## src/rtl/flags_gen_if.sv

```systemverilog
// Condition-flag request/response bundle shared by the ALU side and the flags_gen producer.
// The package holds the FLAGS_t layout {ZF,SF,CF,OF}; the bit order matches wr_mask.
package flags_gen_pkg;
  typedef struct packed {
    logic zf;
    logic sf;
    logic cf;
    logic of;
  } FLAGS_t;

  localparam logic [1:0] OP_NONE  = 2'b00;
  localparam logic [1:0] OP_ADD   = 2'b01;
  localparam logic [1:0] OP_SUB   = 2'b10;
  localparam logic [1:0] OP_LOGIC = 2'b11;
endpackage

interface flags_gen_if #(parameter int WIDTH = 32);
  import flags_gen_pkg::*;

  logic             valid_i;
  logic [1:0]       op_cls;
  logic [WIDTH-1:0] a_i;
  logic [WIDTH-1:0] b_i;
  logic [WIDTH-1:0] res_i;
  logic [3:0]       wr_mask;
  logic             stall;
  logic             push;
  logic             pop;
  FLAGS_t           flags_o;
  FLAGS_t           flags_next;
  logic             stack_full;
  logic             stack_empty;
  logic             stack_err;

  modport master (
    output valid_i, op_cls, a_i, b_i, res_i, wr_mask, stall, push, pop,
    input  flags_o, flags_next, stack_full, stack_empty, stack_err
  );

  modport slave (
    input  valid_i, op_cls, a_i, b_i, res_i, wr_mask, stall, push, pop,
    output flags_o, flags_next, stack_full, stack_empty, stack_err
  );
endinterface

```

## src/rtl/flags_gen.sv

```systemverilog
// Architectural FLAGS register: generates ZF/SF/CF/OF from ALU results, with an
// optional pushf/popf LIFO compiled in when FLAGS_STACK_EN is defined.
module flags_gen
  import flags_gen_pkg::*;
#(
  parameter int WIDTH       = 32,
  parameter int STACK_DEPTH = 4
) (
  input logic        CLK,
  input logic        rst_n,
  flags_gen_if.slave bus
);

  localparam int M = WIDTH - 1;

  FLAGS_t           flags_q, flags_d;
  FLAGS_t           cand;
  FLAGS_t           pop_val;
  logic             pop_fire;
  logic             upd_fire;
  logic             add_co;
  logic [WIDTH-1:0] unused_add_sum;

  always_comb begin
    {add_co, unused_add_sum} = {1'b0, bus.a_i} + {1'b0, bus.b_i};
    cand    = '0;
    cand.zf = (bus.res_i == '0);
    cand.sf = bus.res_i[M];
    case (bus.op_cls)
      OP_ADD: begin
        cand.cf = add_co;
        cand.of = (bus.a_i[M] == bus.b_i[M]) && (bus.res_i[M] != bus.a_i[M]);
      end
      OP_SUB: begin
        cand.cf = (bus.a_i < bus.b_i);
        cand.of = (bus.a_i[M] != bus.b_i[M]) && (bus.res_i[M] != bus.a_i[M]);
      end
      default: ;
    endcase
  end

`ifdef FLAGS_STACK_EN
  localparam int SPW = $clog2(STACK_DEPTH + 1);
  localparam int IW  = (STACK_DEPTH > 1) ? $clog2(STACK_DEPTH) : 1;

  logic [SPW-1:0] sp_q, sp_d;
  logic           err_q, err_d;
  FLAGS_t         stk_q [STACK_DEPTH];
  logic           push_req, pop_req, push_fire;
  logic           full, empty;
  logic [IW-1:0]  wr_idx, rd_idx;

  always_comb begin
    full      = (sp_q == SPW'(STACK_DEPTH));
    empty     = (sp_q == '0);
    push_req  = bus.push && !bus.stall;
    pop_req   = bus.pop  && !bus.stall;
    // Simultaneous push+pop is an error and neither side acts.
    push_fire = push_req && !pop_req && !full;
    pop_fire  = pop_req && !push_req && !empty;
    err_d     = err_q | (push_req && pop_req)
                      | (push_req && !pop_req && full)
                      | (pop_req && !push_req && empty);
    wr_idx    = IW'(sp_q);
    rd_idx    = IW'(sp_q - 1'b1);
    pop_val   = stk_q[rd_idx];
    sp_d      = sp_q;
    if (push_fire)     sp_d = sp_q + 1'b1;
    else if (pop_fire) sp_d = sp_q - 1'b1;
  end

  always_ff @(posedge CLK or negedge rst_n) begin
    if (!rst_n) begin
      sp_q  <= '0;
      err_q <= 1'b0;
    end else begin
      sp_q  <= sp_d;
      err_q <= err_d;
    end
  end

  // Entry contents need no reset; sp alone defines validity.
  always_ff @(posedge CLK) begin
    if (push_fire) stk_q[wr_idx] <= flags_q;
  end

  assign bus.stack_full  = full;
  assign bus.stack_empty = empty;
  assign bus.stack_err   = err_q;
`else
  logic unused_stk;

  assign unused_stk      = ^{bus.push, bus.pop};
  assign pop_fire        = 1'b0;
  assign pop_val         = '0;
  assign bus.stack_full  = 1'b0;
  assign bus.stack_empty = 1'b1;
  assign bus.stack_err   = 1'b0;
`endif

  always_comb begin
    upd_fire = bus.valid_i && !bus.stall && (bus.op_cls != OP_NONE) && !pop_fire;
    flags_d  = flags_q;
    if (pop_fire)
      flags_d = pop_val;
    else if (upd_fire)
      flags_d = FLAGS_t'((flags_q & ~bus.wr_mask) | (cand & bus.wr_mask));
  end

  always_ff @(posedge CLK or negedge rst_n) begin
    if (!rst_n) flags_q <= '0;
    else        flags_q <= flags_d;
  end

  assign bus.flags_o    = flags_q;
  assign bus.flags_next = flags_d;

endmodule
```

## src/flat_wrapper.sv

```systemverilog
// flat-port wrapper written by rule: the top's interface ports become plain ports
module flags_gen_flat import flags_gen_pkg::*;
#(
  parameter int WIDTH       = 32,
  parameter int STACK_DEPTH = 4
)
  (CLK, rst_n, bus_valid_i, bus_op_cls, bus_a_i, bus_b_i, bus_res_i, bus_wr_mask, bus_stall, bus_push, bus_pop, bus_flags_o, bus_flags_next, bus_stack_full, bus_stack_empty, bus_stack_err);
  flags_gen_if #(.WIDTH(WIDTH)) bus_i ();
  input logic CLK;
  input logic rst_n;
  input wire logic [$bits(bus_i.valid_i)-1:0] bus_valid_i;
  input wire logic [$bits(bus_i.op_cls)-1:0] bus_op_cls;
  input wire logic [$bits(bus_i.a_i)-1:0] bus_a_i;
  input wire logic [$bits(bus_i.b_i)-1:0] bus_b_i;
  input wire logic [$bits(bus_i.res_i)-1:0] bus_res_i;
  input wire logic [$bits(bus_i.wr_mask)-1:0] bus_wr_mask;
  input wire logic [$bits(bus_i.stall)-1:0] bus_stall;
  input wire logic [$bits(bus_i.push)-1:0] bus_push;
  input wire logic [$bits(bus_i.pop)-1:0] bus_pop;
  output wire logic [$bits(bus_i.flags_o)-1:0] bus_flags_o;
  output wire logic [$bits(bus_i.flags_next)-1:0] bus_flags_next;
  output wire logic [$bits(bus_i.stack_full)-1:0] bus_stack_full;
  output wire logic [$bits(bus_i.stack_empty)-1:0] bus_stack_empty;
  output wire logic [$bits(bus_i.stack_err)-1:0] bus_stack_err;
  assign bus_i.valid_i = bus_valid_i;
  assign bus_i.op_cls = bus_op_cls;
  assign bus_i.a_i = bus_a_i;
  assign bus_i.b_i = bus_b_i;
  assign bus_i.res_i = bus_res_i;
  assign bus_i.wr_mask = bus_wr_mask;
  assign bus_i.stall = bus_stall;
  assign bus_i.push = bus_push;
  assign bus_i.pop = bus_pop;
  assign bus_flags_o = bus_i.flags_o;
  assign bus_flags_next = bus_i.flags_next;
  assign bus_stack_full = bus_i.stack_full;
  assign bus_stack_empty = bus_i.stack_empty;
  assign bus_stack_err = bus_i.stack_err;
  flags_gen #(.WIDTH(WIDTH), .STACK_DEPTH(STACK_DEPTH)) u_core (.CLK(CLK), .rst_n(rst_n), .bus(bus_i));
endmodule
```

## config.mk

```make
export PLATFORM = sky130hd
export DESIGN_NAME = flags_gen_flat
export DESIGN_NICKNAME = d
export VERILOG_FILES = /design/src/rtl/flags_gen_if.sv /design/src/rtl/flags_gen.sv /design/src/flat_wrapper.sv
export SDC_FILE = /design/constraint.sdc
export NUM_CORES = 1
export LEC_CHECK = 0
export ABC_AREA = 1
export BUFFER_PORTS_ARGS = -buffer_cell sky130_fd_sc_hd__buf_2
export CAP_MARGIN = 0
export CORE_MARGIN = 10
export CORE_UTILIZATION = 41
export DETAILED_ROUTE_END_ITERATION = 7
export GPL_ROUTABILITY_DRIVEN = 0
export PLACE_DENSITY = 0.77
export SETUP_SLACK_MARGIN = 0.1
export SYNTH_ARGS = -nofsm -noshare
export SYNTH_HDL_FRONTEND = slang
export SYNTH_SLANG_ARGS = --single-unit
```

## constraint.sdc

```tcl
create_clock -name CLK -period 4 [get_ports CLK]
set_clock_uncertainty 0.1 [all_clocks]
set_input_delay 0.8 -clock CLK [delete_from_list [all_inputs] [get_ports CLK]]
set_output_delay 0.8 -clock CLK [all_outputs]
set_load 0.01 [all_outputs]
```

==> results.toml <==
[power_and_ir_drop]
p_comb_share_pct = 62.7
internal-power_w = 0.000214
switchingPower_w = 0.000143
sequentialPowerShare_pct = 13.1
max-vdd-ir-drop_mv = 0.192
swShare_pct = 40.1
p_clk_share_pct = 24.2
power.density_nw_per_um2 = 138
p_leak_nw = 1.68

[clock_network]
clock_sinks = 4
clk_latency_ns = 0.22
cts_tree = "built"
cts_resized = 0
clkTransAtPathRegs_ns = 0.03
htreeDepth = 1
postCtsSetupBuffers = 0
hold_buffers = 0
clockBufferDepth = 2
clock-root-buffer = "clkbuf_8"
numCtsBuffers = 3

[timing]
min_period_ns = 3.23
setup_viol = 0
fin_crit_sh_pct = 80.8
setup_tns_ns = 0
hold_viol = 0
fmax_ghz = 0.310
maxSlewViolCount = 0
grt_setup_unrepaired = "false"

[placed_design]
dp_hpwl_um = 5160
post_dp_cell_area_um2 = 2550
portBuffers = 113

[global_route]
grt_usage_pct = 13.6
grt_pass1_vias = 2292
grt_max_degree = 7
grt_pass1_wl_um = 9120
grt_overflow = 0
antenna_found_initial = 0

[yosys]
synthFlopType = "dfrtp_1"
ys_seq_area_share_pct = 5.15
synth.distinct_cells = 27
postSynthRegisterBits = 4
synth_top_area_cell = "ha_1"
synth-edff-count = 0
synthArstFlopShare_pct = 100
synthDominantCellAreaShare_pct = 41.9
synth.avg_cell_area_um2 = 6.68
ys_warn_count = 0
synthTopCellsByCount = "67 x inv_1, 65 x ha_1, 50 x nand2_1"
syn_area_um2 = 1940
syn_inst = 291
synthTopCellsByArea = "ha_1 42%, inv_1 13%, nand2_1 9.7%"
yosysMostFrequentCell = "inv_1"

[floorplan]
dieArea_um2 = 7890
core-area_um2 = 4470
ioPinCount = 119
initial_utilization_pct = 43.4
fp.dieH_um = 88.8
rows = 24
die_w_um = 88.8

[worst_setup_path]
endpoint_kind = "output pin"
reg2reg_depth = 2
cpPeakStageDelay_ns = 0.36
crit_slowest_cell = "ha_1"
crit_top_cell = "nand2_1"
path_max_fanout = 6
crit_path_start_kind = "input pin"
worstPathRequired_ns = 3.10
worstSetupPathType = "in -> out"
crit_chain = "buf_2, inv_1, ha_1, nor2_2, nand2_2, nor2_2, nand3_2, nor3_2, nand2_1, nand2_1, nand2_1, nand2_1, nand2_1, nand2_1, buf_2"
arrival_ns = 2.33

[route]
viasPerCell = 4.68
ant_nets = 0
wl_per_cell_um = 12.0
routed_wl_um = 5470
route.detailed.drc = 0
drt_iter0_drc = 35
vias = 2140
drt-pass1-iter-count = 4

[final_layout]
largest_reg_flops = 4
final_area_um2 = 2600
area_growth_syn_to_layout_pct = 33.6
layout-drive-gt1-share_pct = 30.9
diodes = 0
nNetsFinal = 580

[run_status]
status = "finished clean"

[job]
maxCapViolCount = 0

[min_path]
min_path_type = "in -> async"
==> power groups by stage <==
stage	clock [W]	combinational [W]	sequential (W)
6_report	0.0000865	0.000224	0.0000466
3_5_place_dp	0	0.000226	0.0000471
2_1_floorplan	0	0.000128	0.0000494
4_1_cts	0.0000889	0.000227	0.0000466
3_3_place_gp	0	0.000219	0.0000470
5_1_grt	0.0000920	0.000263	0.0000473
==> path summary, 6_finish.rpt <==
path / from / to / slack, ns
max: bus_b_i[31] / bus_flags_next[1] / 0.77
min: rst_n / u_core.bus.flags_o[0] / 0.28
max reg2reg: u_core.bus.flags_o[2] / u_core.bus.flags_o[2] / 3.22
min reg2reg: u_core.bus.flags_o[1] / u_core.bus.flags_o[1] / 0.40
max in group asynchronous: rst_n / u_core.bus.flags_o[1] / 3.40
min in group CLK: u_core.bus.flags_o[1] / u_core.bus.flags_o[1] / 0.40
==> cells in the final DEF, fill, tap and decap left out <==
master     netlist  routed
o31ai_1          2       2
nor2_1          13      13
nand2_2          1       1
a31oi_1          1       1
clkbuf_8         0       3
inv_1           67      67
o2bb2ai_1        1       1
conb_1           2       3
a21oi_2          1       1
and3_1           2       2
nor3_1           6       6
o21ai_0          9       9
nand4_1          6       6
xor2_1           1       1
nand2_1         50      50
a21o_1           3       3
ha_1            65      65
o21bai_1         2       2
nand3_1          5       5
nand3_2          1       1
nor3_2           2       2
or2_0            1       1
a21oi_1         28      28
or2_1            3       3
dfrtp_1          4       4
buf_2            0     113
nor2_2           4       4
nor4_1           8       8
==> metrics by stage <==
stage               hold WS (ns)  worst slack (ns)  instances  utilization [%]  total power [W]
finish                     0.279             0.769        457             58.0         0.000357
global route               0.274             0.523        457             58.0         0.000403
CTS                        0.277             0.741        457             58.0         0.000362
detailed placement         0.391             0.743        454             57.1         0.000273
global placement           0.383             0.773        454             57.1         0.000266
floorplan                  0.404              1.12        292                -         0.000178
==> routing by layer <==
layer	share of wire (%)	wire (um)	vias up	GRT usage [%]
met1	40	2210	911	14.8
met5	0	0	-	0
met2	49	2690	67	24.6
met3	10	547	5	5.61
met4	0.26	14	0	1.62
li1	-	-	1157	-
==> layout make-up <==
| type | instances | area (um2) |
|---|---|---|
| clock buffer | 3 | 41.3 |
| fill | 437 | 1880 |
| inverter | 67 | 251 |
| multi-input combinational | 218 | 1570 |
| sequential | 4 | 100 |
| tap | 52 | 65.1 |
| timing repair buffer | 113 | 566 |
==> cell families after synthesis <==
kind of cell / Yosys count / synth area share [%]
buffers and inverters: 70 / 14.1
flip-flops: 4 / 5.15
AND/OR/NAND/NOR: 102 / 24.6
XOR/XNOR: 1 / 0.451
AO/OA/AOI/OAI: 47 / 13.5
adder cells (fa/ha/maj): 65 / 41.9
other: 2 / 0.386
==> critical path: cells and delay by family <==
kind	cells	cell delay [ns]
fa+ha+maj	1	0.36
buf+inv	3	0.26
simple gates	11	0.89
Power figures use the tool's default switching activity.
